<file path="src/rtl/counter_pkg.sv">
// Shared definitions for the toggle-cell counter family: terminal modes, direction values, mode decode.
// Latency: none, types and constant functions only.
// Backpressure: none.
package counter_pkg;

    // Terminal behaviour when a counting step lands on the terminal value.
    typedef enum logic [1:0] {
        CNT_WRAP    = 2'b00,
        CNT_SAT     = 2'b01,
        CNT_ONESHOT = 2'b10
    } cnt_mode_e;

    localparam logic CNT_UP   = 1'b1;
    localparam logic CNT_DOWN = 1'b0;

    // The unused encoding 2'b11 behaves as wrap.
    function automatic cnt_mode_e decode_mode(input logic [1:0] m);
        case (m)
            2'b01:   return CNT_SAT;
            2'b10:   return CNT_ONESHOT;
            default: return CNT_WRAP;
        endcase
    endfunction

endpackage

</file>
<file path="src/rtl/toggle_counter_if.sv">
// Control and status bundle of toggle_counter: load/count controls in, count/tc/done out.
// Latency: n/a, wiring only. master = controlling block, slave = counter.
// Backpressure: none; the counter accepts a command every cycle.
interface toggle_counter_if #(
    parameter int WIDTH = 8
);
    logic             load;
    logic [WIDTH-1:0] load_value;
    logic             en;
    logic             dir;
    logic [1:0]       mode;
    logic [WIDTH-1:0] count;
    logic             tc;
    logic             done;

    modport master (
        output load, load_value, en, dir, mode,
        input  count, tc, done
    );

    modport slave (
        input  load, load_value, en, dir, mode,
        output count, tc, done
    );
endinterface

</file>
<file path="src/rtl/toggle_cell.sv">
// Single counter bit: sync active-high reset to RESET_BIT, then sync load of d, then toggle on t.
// Latency: one cycle, q changes on the rising edge after the controls are sampled.
// Backpressure: none. Ports: clk, reset, load, d, t in; q out.
module toggle_cell #(
    parameter logic RESET_BIT = 1'b0
) (
    input  logic clk,
    input  logic reset,
    input  logic load,
    input  logic d,
    input  logic t,
    output logic q
);

    always_ff @(posedge clk) begin
        if (reset) begin
            q <= RESET_BIT;
        end else if (load) begin
            q <= d;
        end else if (t) begin
            q <= ~q;
        end
    end

endmodule

</file>
<file path="src/rtl/toggle_counter.sv">
// Up/down counter over 0..MAX_COUNT built from toggle cells; wrap, saturate or one-shot at the terminal value.
// Latency: one cycle; count, tc and done are all registered, no input-to-output combinational path.
// Backpressure: none. Ports: clk, reset (sync, active-high), bus (toggle_counter_if.slave).
module toggle_counter
    import counter_pkg::*;
#(
    parameter int WIDTH       = 8,
    parameter int MAX_COUNT   = 2**WIDTH - 1,
    parameter int RESET_VALUE = 0
) (
    input  logic             clk,
    input  logic             reset,
    toggle_counter_if.slave  bus
);

    localparam logic [WIDTH-1:0] MAX_V = WIDTH'(MAX_COUNT);
    localparam logic [WIDTH-1:0] RST_V = WIDTH'(RESET_VALUE);

    logic [WIDTH-1:0] cnt_q;
    logic [WIDTH-1:0] toggle;
    logic [WIDTH-1:0] bank_d;
    logic [WIDTH-1:0] load_clamped;
    logic [WIDTH-1:0] up_chain;
    logic [WIDTH-1:0] dn_chain;
    logic             bank_load;
    logic             step;
    logic             at_term;
    logic             terminal;
    logic             tc_q;
    logic             done_q;
    cnt_mode_e        mode_d;

    assign mode_d       = decode_mode(bus.mode);
    assign load_clamped = (bus.load_value > MAX_V) ? MAX_V : bus.load_value;

    // A step needs enable, no competing load, and no completed one-shot.
    assign step     = bus.en && !bus.load && !done_q;
    assign at_term  = (bus.dir == CNT_UP) ? (cnt_q == MAX_V) : (cnt_q == '0);
    assign terminal = step && at_term;

    // Bit i toggles when all lower bits are 1 (up) or all lower bits are 0 (down).
    always_comb begin
        up_chain    = '0;
        dn_chain    = '0;
        up_chain[0] = 1'b1;
        dn_chain[0] = 1'b1;
        for (int i = 1; i < WIDTH; i++) begin
            up_chain[i] = up_chain[i-1] &  cnt_q[i-1];
            dn_chain[i] = dn_chain[i-1] & ~cnt_q[i-1];
        end
    end

    // Off-terminal steps never leave 0..MAX_COUNT, so plain toggling is safe there.
    assign toggle = (step && !at_term) ? ((bus.dir == CNT_UP) ? up_chain : dn_chain) : '0;

    // Terminal steps are handled as a bank load: wrap target, or the current value to hold.
    assign bank_load = bus.load || terminal;

    always_comb begin
        bank_d = cnt_q;
        if (bus.load) begin
            bank_d = load_clamped;
        end else if (mode_d == CNT_WRAP) begin
            bank_d = (bus.dir == CNT_UP) ? '0 : MAX_V;
        end
    end

    for (genvar i = 0; i < WIDTH; i++) begin : g_cell
        toggle_cell #(
            .RESET_BIT (RST_V[i])
        ) u_cell (
            .clk   (clk),
            .reset (reset),
            .load  (bank_load),
            .d     (bank_d[i]),
            .t     (toggle[i]),
            .q     (cnt_q[i])
        );
    end

    always_ff @(posedge clk) begin
        if (reset) begin
            tc_q   <= 1'b0;
            done_q <= 1'b0;
        end else if (bus.load) begin
            tc_q   <= 1'b0;
            done_q <= 1'b0;
        end else begin
            tc_q <= terminal;
            if (terminal && mode_d == CNT_ONESHOT) begin
                done_q <= 1'b1;
            end
        end
    end

    assign bus.count = cnt_q;
    assign bus.tc    = tc_q;
    assign bus.done  = done_q;

endmodule

</file>
<file path="src/flat_wrapper.sv">
// flat-port wrapper written by rule: the top's interface ports become plain ports
module toggle_counter_flat import counter_pkg::*;
#(
    parameter int WIDTH       = 8,
    parameter int MAX_COUNT   = 2**WIDTH - 1,
    parameter int RESET_VALUE = 0
)
  (clk, reset, bus_load, bus_load_value, bus_en, bus_dir, bus_mode, bus_count, bus_tc, bus_done);
  toggle_counter_if #(.WIDTH(WIDTH)) bus_i ();
  input  logic clk;
  input  logic reset;
  input wire logic [$bits(bus_i.load)-1:0] bus_load;
  input wire logic [$bits(bus_i.load_value)-1:0] bus_load_value;
  input wire logic [$bits(bus_i.en)-1:0] bus_en;
  input wire logic [$bits(bus_i.dir)-1:0] bus_dir;
  input wire logic [$bits(bus_i.mode)-1:0] bus_mode;
  output wire logic [$bits(bus_i.count)-1:0] bus_count;
  output wire logic [$bits(bus_i.tc)-1:0] bus_tc;
  output wire logic [$bits(bus_i.done)-1:0] bus_done;
  assign bus_i.load = bus_load;
  assign bus_i.load_value = bus_load_value;
  assign bus_i.en = bus_en;
  assign bus_i.dir = bus_dir;
  assign bus_i.mode = bus_mode;
  assign bus_count = bus_i.count;
  assign bus_tc = bus_i.tc;
  assign bus_done = bus_i.done;
  toggle_counter #(.WIDTH(WIDTH), .MAX_COUNT(MAX_COUNT), .RESET_VALUE(RESET_VALUE)) u_core (.clk(clk), .reset(reset), .bus(bus_i));
endmodule
</file>
<file path="config.mk">
export PLATFORM = sky130hd
export DESIGN_NAME = toggle_counter_flat
export DESIGN_NICKNAME = d
export VERILOG_FILES = /design/src/rtl/counter_pkg.sv /design/src/rtl/toggle_counter_if.sv /design/src/rtl/toggle_cell.sv /design/src/rtl/toggle_counter.sv /design/src/flat_wrapper.sv
export SDC_FILE = /design/constraint.sdc
export NUM_CORES = 1
export LEC_CHECK = 0
export BUFFER_PORTS_ARGS = -buffer_cell sky130_fd_sc_hd__clkbuf_2
export CELL_PAD_IN_SITES_DETAIL_PLACEMENT = 0
export CELL_PAD_IN_SITES_GLOBAL_PLACEMENT = 1
export CORE_MARGIN = 8
export CORE_UTILIZATION = 41
export CTS_CLUSTER_DIAMETER = 30
export DETAILED_ROUTE_END_ITERATION = 8
export GPL_ROUTABILITY_DRIVEN = 0
export GPL_TIMING_DRIVEN = 0
export PLACE_DENSITY_LB_ADDON = 0.05
export SYNTH_ARGS = -nofsm -noshare
export SYNTH_HDL_FRONTEND = slang
export SYNTH_HIERARCHICAL = 1
export SYNTH_SLANG_ARGS = --single-unit
export TNS_END_PERCENT = 20
</file>
<file path="constraint.sdc">
create_clock -name clk -period 5.2 [get_ports clk]
set_clock_uncertainty 0.05 [all_clocks]
set_input_delay 0 -clock clk [delete_from_list [all_inputs] [get_ports clk]]
set_output_delay 0 -clock clk [all_outputs]
set_load 0.02 [all_outputs]
</file>
==> results of run 1 <==
-- layout by cell type (no fill, tap or decap) --
master	n
a22oi_1	1
a21oi_1	9
nand3_1	3
or3_2	1
nand2b_1	1
and4_4	1
nand4_1	1
dfxtp_1	10
mux2_4	1
a221oi_2	4
buf_6	3
clkbuf_4	3
nor3_2	1
nor2b_1	10
xor2_1	1
o21ai_0	8
nor3b_2	1
xnor2_1	8
clkbuf_1	3
buf_1	1
ha_1	1
a31o_1	1
a32o_1	1
clkbuf_8	1
clkbuf_2	23
nor4_4	1
or4_1	1
and3_1	2
nand2_1	9
buf_4	1
nor2_1	3
and4_1	1
a211oi_2	10
nand3b_1	1
and2_1	1
inv_1	10
a22o_1	1
-- worst max-delay path: stages (launching register included) --
cell and delay [ns]:
dfxtp_1 0.34, buf_6 0.15, nor4_4 0.32, mux2_4 0.23
buf_6 0.14, a31o_1 0.46, nor2b_1 0.25, a211oi_2 0.06
-- area by class of cell --
class,count,share of cell area (%)
Buffer,8,4.97
Clock buffer,4,3.20
Inverter,10,3.31
Multi-Input combinational cell,84,57.6
Timing Repair Buffer,23,10.2
Tap cell,28,3.09
Sequential cell,10,17.7
-- through the flow --
stage | hold slack (ns) | cells | total power, uW | utilization (%)
after floorplan | 0.0146 | 112 | 161 | -
final | 0.0514 | 167 | 256 | 51.7
after detailed placement | 0.350 | 163 | 186 | 50.0
after global routing | 0.0592 | 167 | 274 | 51.7
after CTS | 0.0551 | 167 | 259 | 51.7
after global placement | 0.347 | 163 | 184 | 50.0
-- worst min path at each step --
stage	start	end	depth (start not counted)	slack, ns
after CTS	reset	u_core/g_cell[0].u_cell/q	2	0.06
after floorplan	reset	u_core/g_cell[0].u_cell/q	1	0.01
final	reset	u_core/g_cell[0].u_cell/q	2	0.05
after global routing	reset	u_core/g_cell[1].u_cell/q	2	0.06
after detailed placement	reset	u_core/g_cell[3].u_cell/q	2	0.35
after global placement	reset	u_core/g_cell[4].u_cell/q	2	0.35
-- layer usage --
metal / vias up / track usage (%) / routed length (um)
li1: 453 / - / -
met1: 428 / 13.2 / 1070
met2: 19 / 21.3 / 1130
met3: 2 / 5.57 / 153
met4: 0 / 2.51 / 12
met5: - / 0 / 0
-- sequential cells by signal, summed over array words and instances (netlist names) --
register / count
u_core/g_cell.u_cell/q: 8
u_core/bus.done: 1
u_core/bus.tc: 1
-- power breakdown --
part           switching, uW  internal (uW)
Combinational           51.6           39.1
Sequential              10.5           82.3
Clock                   29.5           42.6
Total                   91.7            164
-- cell families (layout without fill, tap and decap cells) --
logic type               Yosys count  in the layout  share of synthesized area (%)
AND/OR/NAND/NOR                   38             38                           25.4
adder cells (fa/ha/maj)            1              1                           1.32
XOR/XNOR                           9              9                           8.33
AO/OA/AOI/OAI                     35             35                           32.3
flip-flops                        10             10                           21.2
buffers and inverters             18             45                           9.92
multiplexers                       1              1                           1.59
==> impl_metrics.xml, run 1 <==
<?xml version="1.0" encoding="UTF-8"?>
<metrics>
  <group name="finish">
    <metric name="num_antenna_cells" unit="">0</metric>
    <metric name="num-nets-final" unit="">156</metric>
    <metric name="seq_area" unit="um^2">200</metric>
    <metric name="syn_to_final_growth" unit="%">19.7</metric>
    <metric name="finalInstanceArea" unit="um^2">1130</metric>
    <metric name="layout-drive-gt1-share" unit="%">36.7</metric>
    <metric name="multi_input_comb_area" unit="um^2">652</metric>
    <metric name="n_fill_cell" unit="">231</metric>
  </group>
  <group name="run">
    <metric name="maxCapViolCount" unit="">0</metric>
  </group>
  <group name="floorplan">
    <metric name="core.rowCount" unit="">17</metric>
    <metric name="die_h" unit="um">64.0</metric>
    <metric name="top_level_ports" unit="">25</metric>
    <metric name="initial_utilization" unit="%">43.2</metric>
    <metric name="core_area" unit="um^2">2190</metric>
    <metric name="chip_width" unit="um">64.0</metric>
    <metric name="dieArea" unit="um^2">4100</metric>
  </group>
  <group name="sta">
    <metric name="timing.setup.tns" unit="ns">0</metric>
    <metric name="rsz0062_at_grt" unit="">no</metric>
    <metric name="final_period_demand_of_the_worst_path" unit="ns">2.12</metric>
    <metric name="achievable-frequency" unit="MHz">471</metric>
    <metric name="post-route-period-util" unit="%">40.8</metric>
    <metric name="postLayoutSetupSlackWorst" unit="ns">3.08</metric>
    <metric name="report.final.hold_viol_count" unit="">0</metric>
    <metric name="max_slew.worst_pin.slew" unit="ns">0.497</metric>
    <metric name="report.final.slew_viol_count" unit="">0</metric>
    <metric name="relative_slew_margins" unit="%">66.8</metric>
    <metric name="finalSetupViolCount" unit="">0</metric>
  </group>
  <group name="drt">
    <metric name="routed_wire_length_per_instance" unit="um">14.2</metric>
    <metric name="detail-route-antenna-nets" unit="">0</metric>
    <metric name="detail_route.iter0.violations" unit="">14</metric>
    <metric name="drc" unit="">0</metric>
    <metric name="vias" unit="">902</metric>
    <metric name="detail_route.first_pass.iterations" unit="">4</metric>
    <metric name="routed_via_density" unit="">5.40</metric>
    <metric name="finalWirelength" unit="um">2370</metric>
  </group>
  <group name="cts">
    <metric name="cts.sink_count" unit="">10</metric>
    <metric name="post_cts_hold_buffer_count" unit="">0</metric>
    <metric name="number_of_gates_resized_after_cts" unit="">0</metric>
    <metric name="max-clock-path-buffers" unit="">2</metric>
    <metric name="htree_num_levels" unit="">1</metric>
    <metric name="cts_buffers" unit="">3</metric>
    <metric name="clk_pin_slew" unit="ns">0.08</metric>
    <metric name="worst_skew_pair.late_latency" unit="ns">0.27</metric>
    <metric name="clock_tree_from_tritoncts" unit="">built</metric>
    <metric name="root_buffer_cell" unit="">clkbuf_4</metric>
    <metric name="postCtsSetupRepairBufs" unit="">0</metric>
  </group>
  <group name="critical_path">
    <metric name="cp-endpoint" unit="">u_core/g_cell[6].u_cell/q</metric>
    <metric name="cp-startpoint" unit="">u_core/g_cell[0].u_cell/q</metric>
    <metric name="end_kind" unit="">register</metric>
    <metric name="timing.rr.end" unit="">u_core/g_cell[6].u_cell/q</metric>
    <metric name="cp.arrival" unit="ns">2.23</metric>
    <metric name="path_class" unit="">register to register</metric>
    <metric name="cp_max_fo" unit="">16</metric>
    <metric name="r2r_cells" unit="">7</metric>
    <metric name="nature_of_the_critical_path_startpoint" unit="">register</metric>
    <metric name="worst-r2r-setup-slack" unit="ns">3.08</metric>
    <metric name="reg2reg_launch_point" unit="">u_core/g_cell[0].u_cell/q</metric>
    <metric name="critPathRequiredTime" unit="ns">5.31</metric>
  </group>
  <group name="pwr">
    <metric name="power_per_cell_area" unit="nW/um^2">226</metric>
    <metric name="worst_vdd_ir" unit="mV">0.161</metric>
    <metric name="cellLeakagePower" unit="uW">0.000462</metric>
  </group>
  <group name="global_route">
    <metric name="grt.overflow.total" unit="">0</metric>
    <metric name="antenna_violations_before_repair" unit="">0</metric>
    <metric name="grt_use_total" unit="%">12.2</metric>
    <metric name="maximum_number_of_pins_on_one_net_before_global_route_repair" unit="">17</metric>
    <metric name="grt_pass1_vias" unit="">921</metric>
    <metric name="grt_pass1_wl" unit="um">4120</metric>
  </group>
  <group name="placed_design">
    <metric name="postPlaceCellArea" unit="um^2">1100</metric>
    <metric name="pre_cts_slack" unit="ns">3.07</metric>
    <metric name="place.port_buffers" unit="">23</metric>
    <metric name="final_hpwl_dp" unit="um">1780</metric>
  </group>
  <group name="synth">
    <metric name="synth_sequential_area_ratio" unit="%">21.2</metric>
    <metric name="synth-seq-cells" unit="">10</metric>
    <metric name="synth_top_cells_by_count" unit="">10 x a211oi_2, 10 x dfxtp_1, 10 x inv_1, 10 x nor2b_1</metric>
    <metric name="net_count_after_synthesis" unit="">128</metric>
    <metric name="netlist_instances" unit="">112</metric>
    <metric name="synth_top_area_share" unit="%">21.2</metric>
    <metric name="share_of_flip_flops_with_an_asynchronous_set_or_reset" unit="%">0</metric>
    <metric name="yosys_warnings" unit="">6</metric>
    <metric name="synth.largest_area_cell" unit="">dfxtp_1</metric>
    <metric name="synth_area_leaders" unit="">dfxtp_1 21%, a211oi_2 13%, xnor2_1 7.4%</metric>
    <metric name="synthDistinctLibCells" unit="">34</metric>
    <metric name="synthesis.area" unit="um^2">946</metric>
    <metric name="synthesis.area_per_instance" unit="um^2">8.45</metric>
    <metric name="yosys_most_used_dff" unit="">dfxtp_1</metric>
    <metric name="synth_edf_count" unit="">0</metric>
  </group>
  <group name="hold_path">
    <metric name="class_of_the_tightest_hold_or_removal_check" unit="">primary input to register</metric>
  </group>
  <group name="status">
    <metric name="status" unit="">finished, final reports clean</metric>
  </group>
</metrics>
Power figures use the tool's default switching activity.
==> run 2, diff against run 1 <==
- ABC_AREA: not set -> 1
- CORE_UTILIZATION: 41 -> 30
- clock period: 5.2 -> 1.9 ns (I/O delays scaled with it)
==> impl_metrics.xml, run 2 <==
<?xml version="1.0" encoding="UTF-8"?>
<metrics>
  <group name="floorplan">
    <metric name="top_level_ports" unit="">25</metric>
    <metric name="core.rowCount" unit="">20</metric>
    <metric name="core_area" unit="um^2">2980</metric>
    <metric name="initial_utilization" unit="%">30.7</metric>
    <metric name="dieArea" unit="um^2">5070</metric>
    <metric name="die_h" unit="um">71.2</metric>
    <metric name="chip_width" unit="um">71.2</metric>
  </group>
  <group name="synth">
    <metric name="yosys_warnings" unit="">6</metric>
    <metric name="synth_area_leaders" unit="">dfxtp_1 22%, nand2_1 19%, inv_1 14%</metric>
    <metric name="synthDistinctLibCells" unit="">22</metric>
    <metric name="share_of_flip_flops_with_an_asynchronous_set_or_reset" unit="%">0</metric>
    <metric name="synth_edf_count" unit="">0</metric>
    <metric name="yosys_most_used_dff" unit="">dfxtp_1</metric>
    <metric name="synthesis.area" unit="um^2">913</metric>
    <metric name="post-synth-top-count-cell" unit="">nand2_1</metric>
    <metric name="synthesis.area_per_instance" unit="um^2">5.71</metric>
    <metric name="synth_top_cells_by_count" unit="">46 x nand2_1, 34 x inv_1, 19 x a21oi_1</metric>
    <metric name="net_count_after_synthesis" unit="">176</metric>
    <metric name="synth-seq-cells" unit="">10</metric>
    <metric name="synth_top_area_share" unit="%">21.9</metric>
    <metric name="synth.largest_area_cell" unit="">dfxtp_1</metric>
    <metric name="netlist_instances" unit="">160</metric>
    <metric name="synth_sequential_area_ratio" unit="%">21.9</metric>
  </group>
  <group name="hold_path">
    <metric name="class_of_the_tightest_hold_or_removal_check" unit="">primary input to register</metric>
    <metric name="timing.hold.worst.start" unit="">bus_mode[1]</metric>
    <metric name="worst_hold_path.num_cells" unit="">4</metric>
  </group>
  <group name="pwr">
    <metric name="combinational_power_share" unit="%">31.1</metric>
    <metric name="sw_frac_of_total" unit="%">36.4</metric>
    <metric name="total_power" unit="uW">657</metric>
    <metric name="seq_power_share" unit="%">38.1</metric>
    <metric name="switching_power" unit="uW">239</metric>
    <metric name="p_int" unit="uW">418</metric>
    <metric name="power_per_cell_area" unit="nW/um^2">584</metric>
    <metric name="cellLeakagePower" unit="uW">0.000610</metric>
    <metric name="worst_vdd_ir" unit="mV">0.178</metric>
    <metric name="share_clk_of_total_power" unit="%">30.7</metric>
  </group>
  <group name="global_route">
    <metric name="grt.overflow.total" unit="">0</metric>
    <metric name="grt_use_total" unit="%">10.5</metric>
    <metric name="maximum_number_of_pins_on_one_net_before_global_route_repair" unit="">11</metric>
    <metric name="grt_pass1_wl" unit="um">4200</metric>
    <metric name="antenna_violations_before_repair" unit="">0</metric>
    <metric name="grt_pass1_vias" unit="">918</metric>
  </group>
  <group name="sta">
    <metric name="report.final.slew_viol_count" unit="">0</metric>
    <metric name="achievable-frequency" unit="MHz">574</metric>
    <metric name="timing.setup.tns" unit="ns">0</metric>
    <metric name="finalSetupViolCount" unit="">0</metric>
    <metric name="post-route-period-util" unit="%">91.6</metric>
    <metric name="max_slew.worst_pin.slew" unit="ns">0.823</metric>
    <metric name="final_period_demand_of_the_worst_path" unit="ns">1.74</metric>
    <metric name="report.final.hold_viol_count" unit="">0</metric>
    <metric name="fin_worst_hold_slack" unit="ns">0.0506</metric>
    <metric name="postLayoutSetupSlackWorst" unit="ns">0.159</metric>
    <metric name="relative_slew_margins" unit="%">45.1</metric>
    <metric name="rsz0062_at_grt" unit="">no</metric>
  </group>
  <group name="critical_path">
    <metric name="cp.arrival" unit="ns">1.86</metric>
    <metric name="critPathRequiredTime" unit="ns">2.02</metric>
    <metric name="reg2reg_launch_point" unit="">u_core/g_cell[0].u_cell/q</metric>
    <metric name="end_kind" unit="">register</metric>
    <metric name="nature_of_the_critical_path_startpoint" unit="">register</metric>
    <metric name="r2r_cells" unit="">11</metric>
    <metric name="cp_max_fo" unit="">8</metric>
    <metric name="path_class" unit="">register to register</metric>
    <metric name="cp-startpoint" unit="">u_core/g_cell[0].u_cell/q</metric>
  </group>
  <group name="drt">
    <metric name="finalWirelength" unit="um">2570</metric>
    <metric name="drc" unit="">0</metric>
    <metric name="detail_route.iter0.violations" unit="">22</metric>
    <metric name="routed_wire_length_per_instance" unit="um">11.6</metric>
    <metric name="detail_route.first_pass.iterations" unit="">5</metric>
    <metric name="vias" unit="">1010</metric>
    <metric name="routed_via_density" unit="">4.55</metric>
    <metric name="detail-route-antenna-nets" unit="">0</metric>
  </group>
  <group name="finish">
    <metric name="layout-drive-gt1-share" unit="%">23.3</metric>
    <metric name="num_antenna_cells" unit="">0</metric>
    <metric name="finish.utilization" unit="%">37.7</metric>
    <metric name="n_fill_cell" unit="">340</metric>
    <metric name="mostFrequentLayoutCells" unit="">45 x nand2_1, 34 x inv_1, 24 x clkbuf_2</metric>
    <metric name="syn_to_final_growth" unit="%">23.0</metric>
    <metric name="largest_register" unit="">u_core/g_cell.u_cell/q</metric>
    <metric name="commonest_non_fill_non_tap_cell_in_the_layout" unit="">nand2_1</metric>
    <metric name="num-nets-final" unit="">206</metric>
    <metric name="largest_reg_flops" unit="">8</metric>
  </group>
  <group name="placed_design">
    <metric name="pre_cts_slack" unit="ns">0.0322</metric>
    <metric name="final_hpwl_dp" unit="um">1910</metric>
    <metric name="place.port_buffers" unit="">24</metric>
  </group>
  <group name="cts">
    <metric name="cts.sink_count" unit="">10</metric>
    <metric name="root_buffer_cell" unit="">clkbuf_4</metric>
    <metric name="max-clock-path-buffers" unit="">2</metric>
    <metric name="worst_skew_pair.late_latency" unit="ns">0.27</metric>
    <metric name="clock_tree_from_tritoncts" unit="">built</metric>
    <metric name="htree_num_levels" unit="">1</metric>
    <metric name="cts_buffers" unit="">3</metric>
    <metric name="postCtsSetupRepairBufs" unit="">0</metric>
    <metric name="clk_pin_slew" unit="ns">0.08</metric>
  </group>
  <group name="run">
    <metric name="maxCapViolCount" unit="">0</metric>
  </group>
  <group name="status">
    <metric name="status" unit="">finished, final reports clean</metric>
  </group>
</metrics>
-- run 2: changes by cell type after synthesis, moves of 4 or more --
cell,previous run,this run
nand2_1,9,46
nor2b_1,10,0
inv_1,10,34
xnor2_1,8,0
a21oi_1,9,19
o21ai_0,8,2
a221oi_2,4,0
nor2_1,3,17
o21bai_1,0,8
a211oi_2,10,0
-- run 2: routing by layer --
layer / vias to the layer above / routed length [um] / GRT usage (%)
met1: 444 / 1250 / 13.0
met3: 2 / 119 / 2.82
met2: 21 / 1180 / 16.2
li1: 543 / - / -
met4: 0 / 21 / 4.85
met5: - / 0 / 0
-- run 2: through the flow --
step,instances,area (um^2)
5_1_grt,222,1120
3_5_place_dp,217,1070
3_3_place_gp,217,1070
6_report,222,1120
4_1_cts,222,1120
2_1_floorplan,160,913
-- run 2: logic make-up (layout without fill, tap and decap cells) --
kind of cell               after synthesis  in the layout  synth area share (%)
buffers and inverters                   38             67                  16.4
adders and majority gates                1              1                  1.37
muxes                                    1              1                  1.64
DFF                                     10             10                  21.9
AOI/OAI and AO/OA                       30             30                  18.9
and+or+nand+nor                         79             79                  38.8
xor gates and xnor gates                 1              1                 0.959
-- run 2: cell type report --
cell class | count | area (um^2) | area share, %
Sequential cell | 10 | 200 | 17.8
Buffer | 1 | 11.3 | 1.00
Clock buffer | 4 | 36.3 | 3.23
Inverter | 37 | 139 | 12.4
Tap cell | 33 | 41.3 | 3.67
Timing Repair Buffer | 25 | 130 | 11.6
Multi-Input combinational cell | 112 | 566 | 50.3
-- run 2: what timing repair did --
action / in CTS / in global routing
hold buffers: 1 / 0
endpoints found under the setup margin: 0 / 8
gates resized for setup: 0 / 1
hold endpoints to repair: 1 / 0
-- run 2: power groups by stage --
stage / Combinational [uW] / Clock, uW / Sequential (uW)
final: 204 / 202 / 250
after global routing: 231 / 224 / 255
after CTS: 206 / 217 / 251
after detailed placement: 203 / 0 / 256
after global placement: 199 / 0 / 255
after floorplan: 123 / 0 / 270
-- run 2: worst paths after layout --
check,end,slack [ns]
max,u_core/g_cell[7].u_cell/q,0.16
min,u_core/bus.done,0.05
max reg2reg,u_core/g_cell[7].u_cell/q,0.16
min reg2reg,u_core/bus.done,0.42
-- run 2: critical path, stage by stage (launching register included) --
cell and delay (ns):
dfxtp_1 0.47, nand2_2 0.12, nor2_4 0.14, nand2_1 0.07
nand2_2 0.09, nand2_4 0.07, nor2_4 0.10, inv_2 0.05
nand2_2 0.18, inv_1 0.09, o21bai_1 0.14, a21oi_1 0.06
